===== src/rtl/decode_queue.sv =====
// Decode queue: DEPTH-entry instruction FIFO with register-file read for the head,
// a pending-write scoreboard for RAW/WAW stalls, and one registered output entry.
module decode_queue #(
  parameter int XLEN  = 64,
  parameter int DEPTH = 4,
  parameter int NREG  = 32
) (
  input  logic                     clk,
  input  logic                     reset,
  input  logic                     f_valid,
  output logic                     f_ready,
  input  logic [31:0]              f_instr,
  input  logic [XLEN-1:0]          f_pc,
  output logic [$clog2(NREG)-1:0]  ra1,
  output logic [$clog2(NREG)-1:0]  ra2,
  input  logic [XLEN-1:0]          rd1,
  input  logic [XLEN-1:0]          rd2,
  output logic                     d_valid,
  input  logic                     d_ready,
  output logic [XLEN-1:0]          d_pc,
  output logic [31:0]              d_instr,
  output logic [XLEN-1:0]          d_rs1,
  output logic [XLEN-1:0]          d_rs2,
  output logic [$clog2(NREG)-1:0]  d_rd,
  output logic                     d_wen,
  input  logic                     wb_valid,
  input  logic [$clog2(NREG)-1:0]  wb_rd,
  input  logic                     flush
);
  localparam int PW = $clog2(DEPTH);
  localparam int RW = $clog2(NREG);

  logic [31:0]     r_mem_instr [DEPTH];
  logic [XLEN-1:0] r_mem_pc    [DEPTH];
  logic [PW-1:0]   r_wr_ptr, r_rd_ptr;
  logic [PW:0]     r_count;
  logic [NREG-1:0] r_busy;

  logic            r_d_valid, r_d_wen;
  logic [XLEN-1:0] r_d_pc, r_d_rs1, r_d_rs2;
  logic [31:0]     r_d_instr;
  logic [RW-1:0]   r_d_rd;

  logic            w_push, w_adv, w_hs, w_head_valid, w_head_wen, w_stall;
  logic [31:0]     w_head_instr;
  logic [6:0]      w_head_op;
  logic [RW-1:0]   w_head_rd, w_head_rs1, w_head_rs2;
  logic [NREG-1:0] w_pend;

  assign f_ready      = (r_count != (PW+1)'(DEPTH)) && !flush;
  assign w_push       = f_valid && f_ready;
  assign w_head_valid = (r_count != '0);
  assign w_head_instr = r_mem_instr[r_rd_ptr];
  assign w_head_op    = w_head_instr[6:0];
  assign w_head_rd    = w_head_instr[7 +: RW];
  assign w_head_rs1   = w_head_instr[15 +: RW];
  assign w_head_rs2   = w_head_instr[20 +: RW];
  assign w_head_wen   = (w_head_op != 7'b0100011) && (w_head_op != 7'b1100011) && (w_head_rd != '0);
  assign ra1          = w_head_rs1;
  assign ra2          = w_head_rs2;

  // A register is pending if retired-but-not-written-back or held in the output stage.
  for (genvar gi = 0; gi < NREG; gi++) begin : g_pend
    if (gi == 0) begin : g_x0
      assign w_pend[gi] = 1'b0;
    end else begin : g_xn
      assign w_pend[gi] = r_busy[gi] || (r_d_valid && r_d_wen && (r_d_rd == RW'(gi)));
    end
  end

  assign w_stall = w_pend[w_head_rs1] || w_pend[w_head_rs2] || (w_head_wen && w_pend[w_head_rd]);
  assign w_adv   = w_head_valid && !w_stall && (!r_d_valid || d_ready) && !flush;
  assign w_hs    = r_d_valid && d_ready && !flush;

  always_ff @(posedge clk) begin
    if (w_push) begin
      r_mem_instr[r_wr_ptr] <= f_instr;
      r_mem_pc[r_wr_ptr]    <= f_pc;
    end
  end

  always_ff @(posedge clk) begin
    if (reset || flush) begin
      r_wr_ptr <= '0;
      r_rd_ptr <= '0;
      r_count  <= '0;
    end else begin
      if (w_push) r_wr_ptr <= r_wr_ptr + 1'b1;
      if (w_adv)  r_rd_ptr <= r_rd_ptr + 1'b1;
      case ({w_push, w_adv})
        2'b10:   r_count <= r_count + 1'b1;
        2'b01:   r_count <= r_count - 1'b1;
        default: r_count <= r_count;
      endcase
    end
  end

  // Set on handshake beats a same-cycle writeback clear of the same register.
  for (genvar gi = 0; gi < NREG; gi++) begin : g_busy
    always_ff @(posedge clk) begin
      if (reset || gi == 0)
        r_busy[gi] <= 1'b0;
      else if (w_hs && r_d_wen && (r_d_rd == RW'(gi)))
        r_busy[gi] <= 1'b1;
      else if (wb_valid && (wb_rd == RW'(gi)))
        r_busy[gi] <= 1'b0;
    end
  end

  always_ff @(posedge clk) begin
    if (reset) begin
      r_d_valid <= 1'b0;
      r_d_pc    <= '0;
      r_d_instr <= '0;
      r_d_rs1   <= '0;
      r_d_rs2   <= '0;
      r_d_rd    <= '0;
      r_d_wen   <= 1'b0;
    end else if (w_adv) begin
      r_d_valid <= 1'b1;
      r_d_pc    <= r_mem_pc[r_rd_ptr];
      r_d_instr <= w_head_instr;
      r_d_rs1   <= rd1;
      r_d_rs2   <= rd2;
      r_d_rd    <= w_head_rd;
      r_d_wen   <= w_head_wen;
    end else if (flush || (r_d_valid && d_ready)) begin
      r_d_valid <= 1'b0;
    end
  end

  assign d_valid = r_d_valid;
  assign d_pc    = r_d_pc;
  assign d_instr = r_d_instr;
  assign d_rs1   = r_d_rs1;
  assign d_rs2   = r_d_rs2;
  assign d_rd    = r_d_rd;
  assign d_wen   = r_d_wen;

endmodule


===== config.mk =====
export PLATFORM = sky130hd
export DESIGN_NAME = decode_queue
export DESIGN_NICKNAME = d
export VERILOG_FILES = /design/src/rtl/decode_queue.sv
export SDC_FILE = /design/constraint.sdc
export NUM_CORES = 1
export LEC_CHECK = 0
export CORE_UTILIZATION = 47
export DETAILED_ROUTE_END_ITERATION = 12
export MAX_ROUTING_LAYER = met4
export PLACE_DENSITY = 0.76
export SLEW_MARGIN = 20
export SYNTH_ARGS = -nofsm -noshare
export SYNTH_HDL_FRONTEND = slang
export SYNTH_SLANG_ARGS = --single-unit

===== constraint.sdc =====
create_clock -name clk -period 3.9 [get_ports clk]
set_input_delay 0.78 -clock clk [delete_from_list [all_inputs] [get_ports clk]]
set_output_delay 0.78 -clock clk [all_outputs]
set_load 0.1 [all_outputs]

==> summary.txt <==
most frequent cells in the layout -> clkdlybuf4s50_1 (458), edfxtp_1 (384), a21oi_1 (277)
Die Footprint -> 56000 sq um
leakage power -> 11.0 nW
Worst Hold Depth -> 2
placed insts -> 3113
starting DRC count in detailed routing -> 1664
hold_sp -> d_rs1[18]$_SDFFE_PP0P_
final WL -> 77300 um
Vias per Instance -> 5.90
worst skew pair latency -> 0.62 ns
Synth Warn # -> 0
PwrDens -> 431 nW/um^2
fmax -> 258 MHz
Root Driver -> clkbuf_16
Final Non-Filler Cells -> 3263
Die Wd -> 237 um
cts hold-fix bufs -> 0
# setup viols final -> 0
RR Endpoint -> r_count[2]$_SDFFE_PP0P_
Post-synth EDFFs -> 384
Final Slew Violations -> 0
main combinational cell family by area after synthesis -> compound AO/OA/AOI/OAI gates
total power -> 14.8 mW
most common cell after layout, fill and taps aside -> clkdlybuf4s50_1
CP startpoint kind -> flip-flop
period utilization -> 0.994
Worst Setup Path Type -> reg -> reg
max cap viols -> 0
vias in the first global route -> 19200
IO Port Bufs -> 476
Fin. Hold Viols -> 0
GRT overflow -> 0
ys flop type -> edfxtp_1
Max VDD drop -> 0.000391 V
gr usage total -> 0.279
Initial Utilization -> 0.478
Seq/Total Area, Yosys -> 0.651
share of cells above drive strength 1 -> 0.161
number of top-level pins -> 477
Routed Antenna Nets -> 0
die height -> 237 um
Clock transition at path regs -> 0.06 ns
# fillers -> 3990
Min Clock Period, post-route -> 3.87 ns
# clock sinks -> 650
Vias -> 19300
post-synthesis register bit count -> 650
CTS Buf Count -> 66
status -> finished clean
H-tree depth -> 3
WP data required -> 4.43 ns
r2r worst-path depth -> 17
post-synthesis compound-gate area fraction -> 0.126
core footprint -> 54100 sq um
r2r setup slk -> 0.03 ns
Clock Path Buffers -> 3
Post-synth ARST share -> 0
Layout area overhead -> 32.4%
GPL Wtd Cong -> 0.967
antenna violations before repair -> 11
CP arrival -> 4.41 ns
Routed wire per std cell -> 23.7 um
clock skew -> 0.0272 ns
largest net degree at the start of global routing -> 159
CTS tree -> built
TritonRoute pass-1 iters -> 5
DRC violations left -> 0
Rel. slew slack -> 0.254
XOR/XNOR Fraction of Synth Area -> 0.00271
DP HPWL -> 50600 um
Final TNS setup -> 0 ns
nets -> 2744
Slew @ Worst Pin -> 1.12 ns
first-pass GRT wire length -> 115000 um
Post-Synth Simple-Gate Area -> 0.0771
crit end category -> flip-flop
Cell Area, Synth -> 25900 sq um
hold path endpoint -> d_rs1[18]$_SDFFE_PP0P_
cell count after synthesis -> 2008
mux cell area share after synthesis -> 0.0991
Hold Slack -> 0.475 ns
syn_area_per_cell -> 12.9 sq um
setup repair after global routing missed its margin -> true
Adder-Cell Fraction of Synth Area -> 0.00319
Distinct cells, synth -> 65
Rows -> 85
syn_nets -> 2249
Crit Path Max Fanout -> 8
HP Class -> reg -> reg
registers in the layout, summed over array words and instances (netlist names), 3 cells and up, named ones only:
register	count
r_mem_pc	256
r_mem_instr	128
d_pc	64
d_rs1	64
d_rs2	64
d_instr	32
r_busy	31
r_count	3
metal layers:
layer / routed length [um] / track usage / vias up
li1: - / - / 8648
met1: 30600 / 0.342 / 9604
met5: 0 / - / -
met4: 2730 / 0.101 / 0
met2: 38000 / 0.449 / 833
met3: 5910 / 0.0675 / 175
power breakdown:
group | total (mW) | switching [mW] | internal [mW]
Clock | 6.22 | 2.67 | 3.54
Combinational | 1.19 | 0.739 | 0.454
Sequential | 7.38 | 0.0315 | 7.35
critical path: stages, from the launching register on:
cell,delay [ns]
dfxtp_4,0.38
buf_4,0.11
mux4_2,0.61
buf_6,0.17
buf_6,0.13
mux2i_1,0.12
o211ai_1,0.28
a211oi_2,0.09
nor4_4,0.27
nand4_1,0.17
buf_4,0.19
nor2_4,0.14
ha_4,0.14
inv_1,0.05
fa_2,0.33
xor2_1,0.15
or3_1,0.31
a21oi_1,0.14
cell type report:
type                            count  area (sq um)  share of cell area
Multi-Input combinational cell   1154          8170               0.238
Clock buffer                       91          1880              0.0548
Sequential cell                   650         16900               0.493
Clock inverter                     30           270             0.00788
Inverter                           11          41.3             0.00120
Tap cell                          696           871              0.0254
Timing Repair Buffer              620          6140               0.179
Antenna cell                       11          27.5            0.000803
Yosys cell counts, drive strengths merged, types with 5 or more instances:
| cell type | instances | area share |
|---|---|---|
| a311oi | 15 | 0.0051 |
| dfxtp | 266 | 0.21 |
| clkbuf | 101 | 0.015 |
| a21oi | 279 | 0.054 |
| nand2b | 12 | 0.0029 |
| or2 | 5 | 0.0012 |
| mux2 | 10 | 0.0044 |
| nor2b | 13 | 0.0031 |
| o21ai | 263 | 0.051 |
| xor2 | 7 | 0.0024 |
| and3 | 6 | 0.0015 |
| nand3 | 230 | 0.044 |
| and2 | 9 | 0.0022 |
| nor3 | 6 | 0.0012 |
| buf | 92 | 0.024 |
| a31oi | 14 | 0.0034 |
| mux2i | 33 | 0.013 |
| ha | 5 | 0.0024 |
| edfxtp | 384 | 0.45 |
| o211ai | 8 | 0.0023 |
| nand2 | 56 | 0.0081 |
| mux4 | 94 | 0.082 |
| nor2 | 25 | 0.0036 |
| inv | 10 | 0.0015 |
| nor3b | 5 | 0.0015 |
| a211oi | 16 | 0.0046 |
worst max path at each step:
stage,startpoint,cells after the start,end,slack [ns]
after floorplan,d_instr[9]$_SDFFE_PP0P_,16,r_count[2]$_SDFFE_PP0P_,0.03
after global placement,d_instr[10]$_SDFFE_PP0P_,13,r_rd_ptr[0]$_SDFFE_PP0P_,-0.30
after detailed placement,flip-flop,15,r_count[2]$_SDFFE_PP0P_,-0.09
after CTS,flip-flop,15,r_count[2]$_SDFFE_PP0P_,0.04
after global routing,flip-flop,18,r_count[2]$_SDFFE_PP0P_,-0.07
final,flip-flop,17,r_count[2]$_SDFFE_PP0P_,0.03
cell families after synthesis:
| family | count (synthesis) |
|---|---|
| compound gates | 613 |
| simple gates | 390 |
| mux | 137 |
| flops | 650 |
| xor+xnor | 8 |
| buf+inv | 204 |
| fa+ha+maj | 6 |
metrics by stage:
stage / area [sq um] / util / worst slack, ns
floorplan: 25900 / - / 0.0288
global route: 34300 / 0.633 / -0.0749
global placement: 31800 / 0.587 / -0.301
finish: 34300 / 0.633 / 0.0252
CTS: 34000 / 0.627 / 0.0432
detailed placement: 31800 / 0.587 / -0.0889
timing repair:
item                       4_1_cts  5_1_grt
setup endpoints to repair        1      176
pin swaps                        2       12
gates resized for setup          2       34
gates cloned                     0        1
setup buffers                    5       12
(Power assumes the default switching activity.)
